**src/rtl/sram_dump_streamer.sv**
```systemverilog
// sram_dump_streamer: after a completed capture, reads the frame out of SRAM
// word by word and streams it as bytes (high byte first) over valid/ready.
module sram_dump_streamer #(
    parameter int unsigned PIXEL_WORDS = 614400,
    parameter int unsigned ADDR_W      = 20,
    parameter int unsigned SRAM_LAT    = 2,
    parameter int unsigned FIFO_DEPTH  = 8
) (
    input  logic              Main_CLK,
    input  logic              Reset,
    input  logic              WriteFinish_Flag,
    input  logic [15:0]       Data_Chunk,
    output logic [ADDR_W-1:0] Read_Address,
    output logic [7:0]        Byte_Data,
    output logic              Byte_Valid,
    input  logic              Byte_Ready,
    output logic              Nios_Finish_Reading_Flag,
    output logic              Busy
);

    localparam int unsigned PTR_W = $clog2(FIFO_DEPTH);
    localparam int unsigned CNT_W = PTR_W + 1;
    localparam int unsigned LAT_W = 3;

    localparam logic [ADDR_W-1:0] LAST_ADDR = ADDR_W'(PIXEL_WORDS - 1);
    localparam logic [LAT_W-1:0]  LAT_LOAD  = LAT_W'(SRAM_LAT - 1);
    localparam logic [CNT_W-1:0]  DEPTH_C   = CNT_W'(FIFO_DEPTH);

    typedef enum logic [2:0] {
        S_IDLE,
        S_ISSUE,
        S_WAIT,
        S_DRAIN,
        S_DONE
    } state_t;

    state_t            state;
    logic              wf_q;
    logic [LAT_W-1:0]  wait_cnt;

    logic [15:0]       fifo_mem [FIFO_DEPTH];
    logic [PTR_W-1:0]  wr_ptr;
    logic [PTR_W-1:0]  rd_ptr;
    logic [CNT_W-1:0]  fifo_cnt;

    logic [7:0]        lo_byte;
    logic              lo_pend;

    logic              start;
    logic              active;
    logic              abort;
    logic              fifo_empty;
    logic              push;
    logic              out_free;
    logic              pop;

    // Control strobes decoded from the current state and the byte handshake
    always_comb begin
        start      = (state == S_IDLE) && WriteFinish_Flag && !wf_q;
        active     = (state == S_ISSUE) || (state == S_WAIT) || (state == S_DRAIN);
        abort      = active && !WriteFinish_Flag;
        fifo_empty = (fifo_cnt == '0);
        push       = (state == S_WAIT) && (wait_cnt == '0) && !abort;
        out_free   = !Byte_Valid || Byte_Ready;
        pop        = out_free && !lo_pend && !fifo_empty && !abort;
    end

    assign Busy = (state != S_IDLE);

    // Dump sequencer: address walk, SRAM latency wait and completion flag.
    // wf_q resets high so a flag already high at reset release is not an edge.
    always_ff @(posedge Main_CLK or negedge Reset) begin
        if (!Reset) begin
            state                    <= S_IDLE;
            wf_q                     <= 1'b1;
            wait_cnt                 <= '0;
            Read_Address             <= '0;
            Nios_Finish_Reading_Flag <= 1'b0;
        end else begin
            wf_q <= WriteFinish_Flag;
            if (abort) begin
                state        <= S_IDLE;
                Read_Address <= '0;
            end else begin
                case (state)
                    S_IDLE: begin
                        if (start) begin
                            state        <= S_ISSUE;
                            Read_Address <= '0;
                        end
                    end
                    S_ISSUE: begin
                        if (fifo_cnt < DEPTH_C) begin
                            wait_cnt <= LAT_LOAD;
                            state    <= S_WAIT;
                        end
                    end
                    S_WAIT: begin
                        if (wait_cnt == '0) begin
                            if (Read_Address == LAST_ADDR) begin
                                state <= S_DRAIN;
                            end else begin
                                Read_Address <= Read_Address + ADDR_W'(1);
                                state        <= S_ISSUE;
                            end
                        end else begin
                            wait_cnt <= wait_cnt - LAT_W'(1);
                        end
                    end
                    S_DRAIN: begin
                        if (fifo_empty && !lo_pend && !Byte_Valid) begin
                            state                    <= S_DONE;
                            Nios_Finish_Reading_Flag <= 1'b1;
                        end
                    end
                    S_DONE: begin
                        if (!WriteFinish_Flag) begin
                            state                    <= S_IDLE;
                            Nios_Finish_Reading_Flag <= 1'b0;
                        end
                    end
                    default: state <= S_IDLE;
                endcase
            end
        end
    end

    // Word FIFO pointers and occupancy; an abort discards everything buffered
    always_ff @(posedge Main_CLK or negedge Reset) begin
        if (!Reset) begin
            wr_ptr   <= '0;
            rd_ptr   <= '0;
            fifo_cnt <= '0;
        end else if (abort) begin
            wr_ptr   <= '0;
            rd_ptr   <= '0;
            fifo_cnt <= '0;
        end else begin
            if (push) wr_ptr <= wr_ptr + PTR_W'(1);
            if (pop)  rd_ptr <= rd_ptr + PTR_W'(1);
            case ({push, pop})
                2'b10:   fifo_cnt <= fifo_cnt + CNT_W'(1);
                2'b01:   fifo_cnt <= fifo_cnt - CNT_W'(1);
                default: fifo_cnt <= fifo_cnt;
            endcase
        end
    end

    // Word FIFO storage, written with the sampled SRAM data
    always_ff @(posedge Main_CLK) begin
        if (push) fifo_mem[wr_ptr] <= Data_Chunk;
    end

    // Byte serialiser: high byte from the popped word, then the parked low byte
    always_ff @(posedge Main_CLK or negedge Reset) begin
        if (!Reset) begin
            Byte_Valid <= 1'b0;
            Byte_Data  <= '0;
            lo_byte    <= '0;
            lo_pend    <= 1'b0;
        end else if (abort) begin
            Byte_Valid <= 1'b0;
            Byte_Data  <= '0;
            lo_pend    <= 1'b0;
        end else if (out_free) begin
            if (lo_pend) begin
                Byte_Data  <= lo_byte;
                Byte_Valid <= 1'b1;
                lo_pend    <= 1'b0;
            end else if (!fifo_empty) begin
                Byte_Data  <= fifo_mem[rd_ptr][15:8];
                lo_byte    <= fifo_mem[rd_ptr][7:0];
                lo_pend    <= 1'b1;
                Byte_Valid <= 1'b1;
            end else begin
                Byte_Valid <= 1'b0;
            end
        end
    end

endmodule
```
**config.mk**
```make
export PLATFORM = sky130hd
export DESIGN_NAME = sram_dump_streamer
export DESIGN_NICKNAME = d
export VERILOG_FILES = /design/src/rtl/sram_dump_streamer.sv
export SDC_FILE = /design/constraint.sdc
export NUM_CORES = 1
export LEC_CHECK = 0
export ABC_AREA = 1
export CORE_ASPECT_RATIO = 0.9
export CORE_MARGIN = 3
export CORE_UTILIZATION = 45
export CTS_CLUSTER_DIAMETER = 100
export CTS_CLUSTER_SIZE = 40
export DETAILED_ROUTE_END_ITERATION = 8
export REMOVE_ABC_BUFFERS = 1
export SLEW_MARGIN = 0
export SYNTH_ARGS = -nofsm -noshare
export SYNTH_HDL_FRONTEND = slang
export SYNTH_SLANG_ARGS = --single-unit
```
**constraint.sdc**
```tcl
create_clock -name Main_CLK -period 7.6 [get_ports Main_CLK]
set_input_delay 1.52 -clock Main_CLK [delete_from_list [all_inputs] [get_ports Main_CLK]]
set_output_delay 1.52 -clock Main_CLK [all_outputs]
set_load 0.02 [all_outputs]
```
==> flow_summary.json, run 1 <==
{
  "layout.nets": 834,
  "antenna_left": 0,
  "synthTopCellsByArea": "edfxtp_1 47%, dfrtp_1 17%, nand2_1 7.1%, nand3_1 3.5%, o21ai_0 3.2%",
  "num_antenna_cells": 0,
  "grt_pass1_vias": 5487,
  "clk_pin_slew_ns": 0.06,
  "rsz0062_at_grt": "false",
  "tns_ns": 0,
  "path_class": "in2reg",
  "grt_remaining_overflow": 0,
  "worstPathArrival_ns": 4.25,
  "h-tree-depth": 4,
  "cts.sinks": 184,
  "fin_util": 0.551,
  "antenna_found_initial": 1,
  "synth_top_area_frac": 0.473,
  "critPathLaunchType": "input port",
  "drtIter0Drc": 461,
  "routed_via_density": 5.58,
  "vdd.ir_drop.worst_mv": 0.165,
  "crit_required_ns": 7.64,
  "routed_wl_um": 20300,
  "dieArea_um2": 19700,
  "cts_hold_buffers": 0,
  "die_x_um": 148,
  "place_congestion": 0.900,
  "worst_skew_pair.late_latency_ns": 0.43,
  "synthToLayoutAreaGrowth_pct": 17.2,
  "drive_gt1_frac": 0.104,
  "cts_resized": 0,
  "yosys_warnings": 0,
  "drt_pass1_iterations": 5,
  "synthArstFlopShare": 0.304,
  "yosys.area.top_type": "edfxtp_1",
  "p_leak_nw": 3.57,
  "drc": 0,
  "dominantRegCellSynth": "edfxtp_1",
  "io_pins": 51,
  "crit_path_end_kind": "register",
  "netlist_area_um2": 8120,
  "wl_per_cell_um": 19.2,
  "min_path_type": "reg2reg",
  "max_freq_mhz": 238,
  "min_period_ns": 4.21,
  "worst_pin_slew_ns": 1.32,
  "drv_cap": 0,
  "core_um2": 17300,
  "syn_inst": 759,
  "synth_edf_count": 128,
  "relSlewSlack": 0.114,
  "drv_slew": 0,
  "start_util": 0.470,
  "cts_tree": "done",
  "hold_viol_final": 0,
  "final_cell_mix": "154 x nand2_1, 128 x edfxtp_1, 65 x nor2_1",
  "grtUsageTotal": 0.209,
  "fin_hold_ws_ns": 0.492,
  "clockBufferDepth": 2,
  "ys_types": 42,
  "finalSetupViolations": 0,
  "row_count": 45,
  "portBuffers": 50,
  "ys_seq_elements": 184,
  "grt_first_pass_wirelength_um": 31700,
  "post_cts_buffers": 0,
  "p_total_w": 0.00329,
  "finClkSkew_ns": 0.0134,
  "dp_hpwl_um": 13000,
  "syn_area_per_cell_um2": 10.7,
  "powerDensity_nw_per_um2": 346,
  "ys_seq_area_frac": 0.646,
  "min_period_over_period": 0.553,
  "layout_commonest_cell": "nand2_1",
  "grt_max_degree": 67,
  "cp_max_fo": 16,
  "status": "completed",
  "die_h_um": 133,
  "cts_buffers": 17,
  "clock-root-buffer": "clkbuf_16",
  "num_vias": 5886
}
==> metrics by stage <==
step | setup slack, ns | cell area, um2 | instances
4_1_cts | 3.40 | 9510 | 1055
6_report | 3.39 | 9520 | 1055
2_1_floorplan | 3.97 | 7980 | 728
5_1_grt | 3.25 | 9520 | 1055
3_3_place_gp | 3.09 | 8880 | 1023
3_5_place_dp | 2.97 | 8880 | 1023
==> state kept, by name, summed over array words and instances (netlist names), 3 cells and up <==
register,count
fifo_cnt,4
Read_Address,20
state,3
Byte_Data,8
wr_ptr,3
rd_ptr,3
lo_byte,8
fifo_mem,128
wait_cnt,3
==> Yosys cell counts (2+ instances only) <==
| master | instances |
|---|---|
| nand3_2 | 3 |
| a22oi_1 | 13 |
| nand4_1 | 10 |
| nor2_1 | 65 |
| nand2_4 | 3 |
| dfrtp_1 | 55 |
| clkbuf_1 | 19 |
| ha_1 | 7 |
| nand3_1 | 57 |
| nor2_4 | 3 |
| nor3_1 | 16 |
| nor2_2 | 6 |
| o21ai_2 | 9 |
| a21oi_1 | 39 |
| xor2_1 | 6 |
| inv_1 | 47 |
| o21ai_0 | 52 |
| o211ai_1 | 13 |
| o22ai_1 | 7 |
| buf_1 | 6 |
| nand2_2 | 2 |
| inv_2 | 4 |
| nand2_1 | 154 |
| o21ai_1 | 2 |
| a21oi_2 | 3 |
| xnor2_1 | 2 |
| buf_2 | 3 |
| o221ai_1 | 11 |
| edfxtp_1 | 128 |
| and2_1 | 2 |
==> power by group <==
part           leakage, nW  internal [W]  switching, W
Clock                0.307      0.000559      0.000387
Combinational         1.38      0.000332      0.000766
Sequential            1.88       0.00117     0.0000800
Total                 3.57       0.00206       0.00123
==> kinds of logic after synthesis <==
family	count (synthesis)	synth area share
AND/OR/NAND/NOR	323	0.177
flip-flops	184	0.646
AO/OA/AOI/OAI	152	0.114
buffers and inverters	85	0.0435
XOR/XNOR	8	0.00863
adder cells (fa/ha/maj)	7	0.0108
==> worst max-delay path: stages <==
cell,delay [ns]
clkdlybuf4s50_1,0.63
inv_1,0.17
nor2_2,0.48
nand2_1,0.12
inv_1,0.13
nand2_1,0.17
nor3_2,1.03
==> worst paths after layout <==
kind                            depth (start not counted)                       end  slack (ns)             start
worst max register to register                          7            fifo_mem[1][7]        4.53          state[0]
min in group asynchronous                               2  Nios_Finish_Reading_Flag        1.25             Reset
worst min register to register                          2                lo_byte[4]        0.49        lo_byte[4]
worst min-delay path                                    2                lo_byte[4]        0.49        lo_byte[4]
max in group asynchronous                               2                 rd_ptr[0]        5.84             Reset
worst max-delay path                                    7            fifo_mem[1][7]        3.39  WriteFinish_Flag
==> layer usage <==
layer | vias up | GRT usage | part of all wire
li1 | 2771 | - | -
met1 | 2883 | 0.304 | 0.45
met2 | 204 | 0.316 | 0.47
met3 | 26 | 0.0483 | 0.071
met4 | 2 | 0.0595 | 0.012
met5 | - | 0 | 0.00035
==> area by class of cell <==
class,instances,area [um2]
Fill cell,1506,7770
Clock buffer,20,437
Sequential cell,184,5250
Inverter,54,210
Clock inverter,12,191
Timing Repair Buffer,60,571
Tap cell,235,294
Multi-Input combinational cell,490,2570
No activity file was read; power rests on OpenSTA's default activity.
==> run 2, diff against run 1 <==
PLACE_DENSITY = 0.66   (was default)
clock period = 3.6 ns   (was 7.6 ns; I/O delays follow)
==> run 2 against run 1 <==
Against the previous run: critical path depth grew 6; highest routed layer is now met4; worst hold slack lost 0.10 ns; critical endpoint is now fifo_cnt[2]; sequential share of layout area grew 0.35 points; largest cell class unchanged.
==> flow_summary.json, run 2 (synthesized netlist as in run 1, its figures left out) <==
{
  "status": "completed",
  "p_leak_nw": 3.54,
  "hold_viol_final": 0,
  "num_vias": 5870,
  "drv_cap": 0,
  "cts.sinks": 184,
  "drtIter0Drc": 575,
  "die_x_um": 148,
  "routed_wl_um": 19900,
  "crit_path_end_kind": "register",
  "min_path_type": "in2async",
  "finalSetupViolations": 0,
  "dp_hpwl_um": 12900,
  "fin_hold_ws_ns": 0.388,
  "cts_resized": 0,
  "cts_buffers": 17,
  "drt_pass1_iterations": 5,
  "wl_per_cell_um": 18.8,
  "max_freq_mhz": 377,
  "reg_top3": "fifo_mem x128, Read_Address x20",
  "layout.cells.non_filler": 1059,
  "regMostFlops": "fifo_mem",
  "critPathLaunchType": "input port",
  "cts_tree": "done",
  "min_period_over_period": 0.737,
  "vdd.ir_drop.worst_mv": 0.377,
  "largest_reg_flops": 128,
  "path_class": "in2reg",
  "dieArea_um2": 19700,
  "core_um2": 17300,
  "final_cell_mix": "154 x nand2_1, 128 x edfxtp_1, 65 x nor2_1",
  "dp.cells": 1027,
  "clockBufferDepth": 2,
  "drv_slew": 0,
  "io_pins": 51,
  "clk_pin_slew_ns": 0.07,
  "start_util": 0.470,
  "layout.nets": 838,
  "fillerInstances": 1432,
  "clock-root-buffer": "clkbuf_16",
  "antenna_left": 0,
  "powerDensity_nw_per_um2": 709,
  "grt_remaining_overflow": 0,
  "h-tree-depth": 4,
  "min_period_ns": 2.65,
  "crit_required_ns": 3.92,
  "drive_gt1_frac": 0.109,
  "tns_ns": 0,
  "relSlewSlack": 0.395,
  "rsz0062_at_grt": "false",
  "cts_hold_buffers": 0,
  "cp_max_fo": 27,
  "grtUsageTotal": 0.209,
  "grt_first_pass_wirelength_um": 32200,
  "post_cts_buffers": 0,
  "worst_skew_pair.late_latency_ns": 0.43,
  "layout_setup_ws_ns": 0.945,
  "finClkSkew_ns": 0.0103,
  "grt_pass1_vias": 5843,
  "layout_commonest_cell": "nand2_1",
  "stdcell_area_um2": 9460,
  "num_antenna_cells": 0,
  "worst_pin_slew_ns": 0.906,
  "routed_via_density": 5.54,
  "synthToLayoutAreaGrowth_pct": 16.5,
  "place_area_um2": 8910,
  "antenna_found_initial": 0,
  "drc": 0,
  "grt_max_degree": 67,
  "die_h_um": 133,
  "portBuffers": 50,
  "worstPathArrival_ns": 2.98,
  "place_congestion": 0.892,
  "post-place-ws_ns": 0.556,
  "row_count": 45
}
-- run 2: cell count changes in the layout (fill, tap and decap cells not counted) --
cell        before  now
buf_4           10   14
bufinv_16        4    0
clkinvlp_4       0    3
inv_6            1    4
clkbuf_1         3    1
clkinv_1         2    3
clkinv_4         2    1
nor3_2           7    8
nor3_4           2    1
-- run 2: final timing paths --
check / start / end / slack (ns) / cells past startpoint
worst max-delay path: WriteFinish_Flag / fifo_cnt[2] / 0.95 / 13
worst min-delay path: Reset / Byte_Valid / 0.39 / 1
worst max register to register: rd_ptr[1] / lo_byte[6] / 1.15 / 6
worst min register to register: lo_byte[1] / lo_byte[1] / 0.49 / 2
max in group asynchronous: Reset / wf_q / 2.33 / 2
min in group Main_CLK: lo_byte[1] / lo_byte[1] / 0.49 / 2
-- run 2: layout make-up --
class | instances | area [um2] | share of cell area
well taps | 235 | 294 | 0.0311
clock inverters | 14 | 115 | 0.0122
clock buffers | 18 | 429 | 0.0454
repair buffers | 64 | 601 | 0.0635
inverters | 54 | 210 | 0.0222
multi-input cells | 490 | 2560 | 0.271
flip-flops and latches | 184 | 5250 | 0.555
-- run 2: stage by stage --
| step | utilization | total power [W] |
|---|---|---|
| 2_1_floorplan | - | 0.00411 |
| 3_3_place_gp | 0.516 | 0.00491 |
| 3_5_place_dp | 0.516 | 0.00497 |
| 4_1_cts | 0.547 | 0.00671 |
| 5_1_grt | 0.547 | 0.00711 |
| 6_report | 0.547 | 0.00670 |
-- run 2: where the power goes --
| part | leakage [nW] | internal [W] | switching [W] |
|---|---|---|---|
| registers | 1.88 | 0.00247 | 0.000216 |
| clock network | 0.260 | 0.000903 | 0.000847 |
| logic | 1.40 | 0.000704 | 0.00157 |
| total | 3.54 | 0.00407 | 0.00263 |
-- run 2: metal layers --
metal | share of wire | GRT usage | up-vias
met4 | 0.0096 | 0.0512 | 0
met3 | 0.064 | 0.0412 | 17
met5 | 0 | 0 | -
met1 | 0.44 | 0.305 | 2854
met2 | 0.48 | 0.325 | 222
li1 | - | - | 2777
-- run 2: worst max-delay path, cell delays in order --
cell	delay, ns
clkdlybuf4s50_1	0.62
nor2_1	0.14
nand2_4	0.32
nand2_1	0.16
nor2_2	0.20
nand2_1	0.10
inv_1	0.10
nor2_1	0.05
ha_1	0.17
nor2_1	0.17
nand2_1	0.08
nand2_1	0.09
o21ai_1	0.06
==> RTL change: new RTL, config.mk and constraints of run 1 <==
Set the parameter `ADDR_W` to 28 (it was 20).
--- a/src/rtl/sram_dump_streamer.sv
+++ b/src/rtl/sram_dump_streamer.sv
@@ -4,3 +4,3 @@
     parameter int unsigned PIXEL_WORDS = 614400,
-    parameter int unsigned ADDR_W      = 20,
+    parameter int unsigned ADDR_W      = 28,
     parameter int unsigned SRAM_LAT    = 2,
Ports: changed (resized Read_Address); port bits go from 51 to 59. No check against the original RTL was run, so the function may have changed too.
==> RTL change against run 1 <==
Routed wire length is 2.5% higher. First-iteration DRC count grew 36%. Total power fell by 2.3%. Design area increased by 7.6%. Global-route usage shrank 0.93 points. Sequential cell count increased by 8. Via count rose by 9.4%. Worst setup slack gained 0.50 ns. Area after synthesis rose by 9.0%. Critical endpoint is now fifo_mem[6][15].
==> RTL change: results (changes against run 1) <==
[timing]
clock_skew_ns=0.0152  ; +0.00180 ns
min_period_over_period=0.487  ; -0.0661
whs_ns=0.491  ; -0.000741 ns
slew_headroom=0.305  ; +0.191

[routing]
drt_iter0_markers=625  ; +36%
num_vias=6442  ; +9.4%
detail_route.vias_per_cell=5.40  ; -3.2%
routed_wl_mm=20.8  ; +2.5%
drt_first_pass_iters=5  ; unchanged

[grt]
grt_overflow_total=0  ; unchanged
grt.total_usage=0.200  ; -0.00932
grt_max_degree=67  ; unchanged
grt_pass1_vias=6120  ; +12%
grt_pass1_wl_mm=33.8  ; +6.4%
antenna_found_initial=0  ; -1

[power_and_ir_drop]
p_leak_nw=3.89  ; +9.1%
ir_drop_mv=0.167  ; +1.5%

[yosys]
yosysWarnings=0  ; unchanged
async_flop_share=0.333  ; +0.0290
synth_commonest_cells=nand2_1 (212), edfxtp_1 (128), nor2_1 (93)
synth_edf_count=128  ; unchanged
ys_types=39  ; -7.1%
synth-seq-area-share=0.615  ; -0.0306
syn_area_per_cell_um2=10.0  ; -6.1%
yosys-top-cells-area=edfxtp_1 (43%), dfrtp_1 (18%), nand2_1 (9.0%)

[layout]
reg_top3=fifo_mem: 128 flops, Read_Address: 28 flops
fill_cells=1738  ; +15%
final_layout_size_suffix_gt1_frac=0.106  ; +0.00239
fin_nets=957  ; +15%

[min_path]
hold_path.class=flip-flop to flip-flop

[clock_network]
cts_buffers=17  ; unchanged
postCtsSetupBuffers=0  ; unchanged
clock_latency_ns=0.44
cts-root-buf=clkbuf_16
cts_resized=0  ; unchanged
cts.htree.levels=4  ; unchanged
clockBufferDepth=2  ; unchanged

[place]
dp_slack_ns=3.42  ; +0.445 ns
place.gp.congestion=0.898  ; -0.21%
port-buffer-count=58  ; +16%
placed_cells=1161  ; +13%
dp_hpwl_mm=13.1  ; +0.30%

[critical_path]
slowest_stage=nor3_2
crit_end=fifo_mem[6][15]
reg2reg_to=Read_Address[13]
cp_max_fo=9  ; -7
cp.arrival_ns=3.83  ; -0.42 ns
crit_path_max_incr_delay_ns=0.71  ; -0.32 ns
rrSetupSlack_ns=4.80  ; +0.27 ns
r2r-start=Read_Address[0]
rr_worst_depth=10  ; +3

[status]
status=finished clean

RTL change: metal layers:
metal | GRT usage | vias to the layer above | wire length (µm)
met2 | 0.312 | 164 | 9700
met5 | 0 | - | 0
li1 | - | 3164 | -
met3 | 0.0340 | 22 | 1110
met1 | 0.291 | 3092 | 9630
met4 | 0.0544 | 0 | 341
RTL change: critical path: cells and delay by family:
| kind | cells | cell delay [ns] |
|---|---|---|
| buffers and inverters | 4 | 1.18 |
| and+or+nand+nor | 4 | 1.13 |
RTL change: layout make-up:
cell class	count	area, µm²	area share
clock inverters	15	181	0.0177
multi-input cells	588	2980	0.291
clock buffers	17	425	0.0415
repair buffers	68	651	0.0635
flip-flops and latches	192	5450	0.532
inverters	63	236	0.0231
well taps	250	313	0.0306
RTL change: how the worst min path moves through the flow:
stage               start    endpoint  cells after the start
2_1_floorplan  lo_byte[7]  lo_byte[7]                      2
3_3_place_gp   lo_byte[0]  lo_byte[0]                      2
3_5_place_dp   lo_byte[2]  lo_byte[2]                      2
4_1_cts        lo_byte[2]  lo_byte[2]                      2
5_1_grt        lo_byte[0]  lo_byte[0]                      2
6_report       lo_byte[2]  lo_byte[2]                      2
RTL change: stage by stage:
stage / utilization / area [µm²] / power, mW
6_report: 0.533 / 10200 / 3.22
2_1_floorplan: - / 8640 / 1.98
3_3_place_gp: 0.501 / 9630 / 2.34
4_1_cts: 0.533 / 10200 / 3.24
3_5_place_dp: 0.501 / 9630 / 2.35
5_1_grt: 0.533 / 10200 / 3.43
RTL change: report_power, final:
| part | switching [mW] | internal (mW) | leakage (nW) |
|---|---|---|---|
| logic | 0.732 | 0.310 | 1.60 |
| clock network | 0.447 | 0.449 | 0.298 |
| registers | 0.0702 | 1.21 | 1.99 |
RTL change: cell families after synthesis:
| family | after synthesis | share of synthesized area |
|---|---|---|
| AO/OA/AOI/OAI | 146 | 0.109 |
| XOR/XNOR | 10 | 0.00990 |
| adder cells (fa/ha/maj) | 7 | 0.00990 |
| buffers and inverters | 101 | 0.0508 |
| flip-flops | 192 | 0.615 |
| AND/OR/NAND/NOR | 425 | 0.205 |
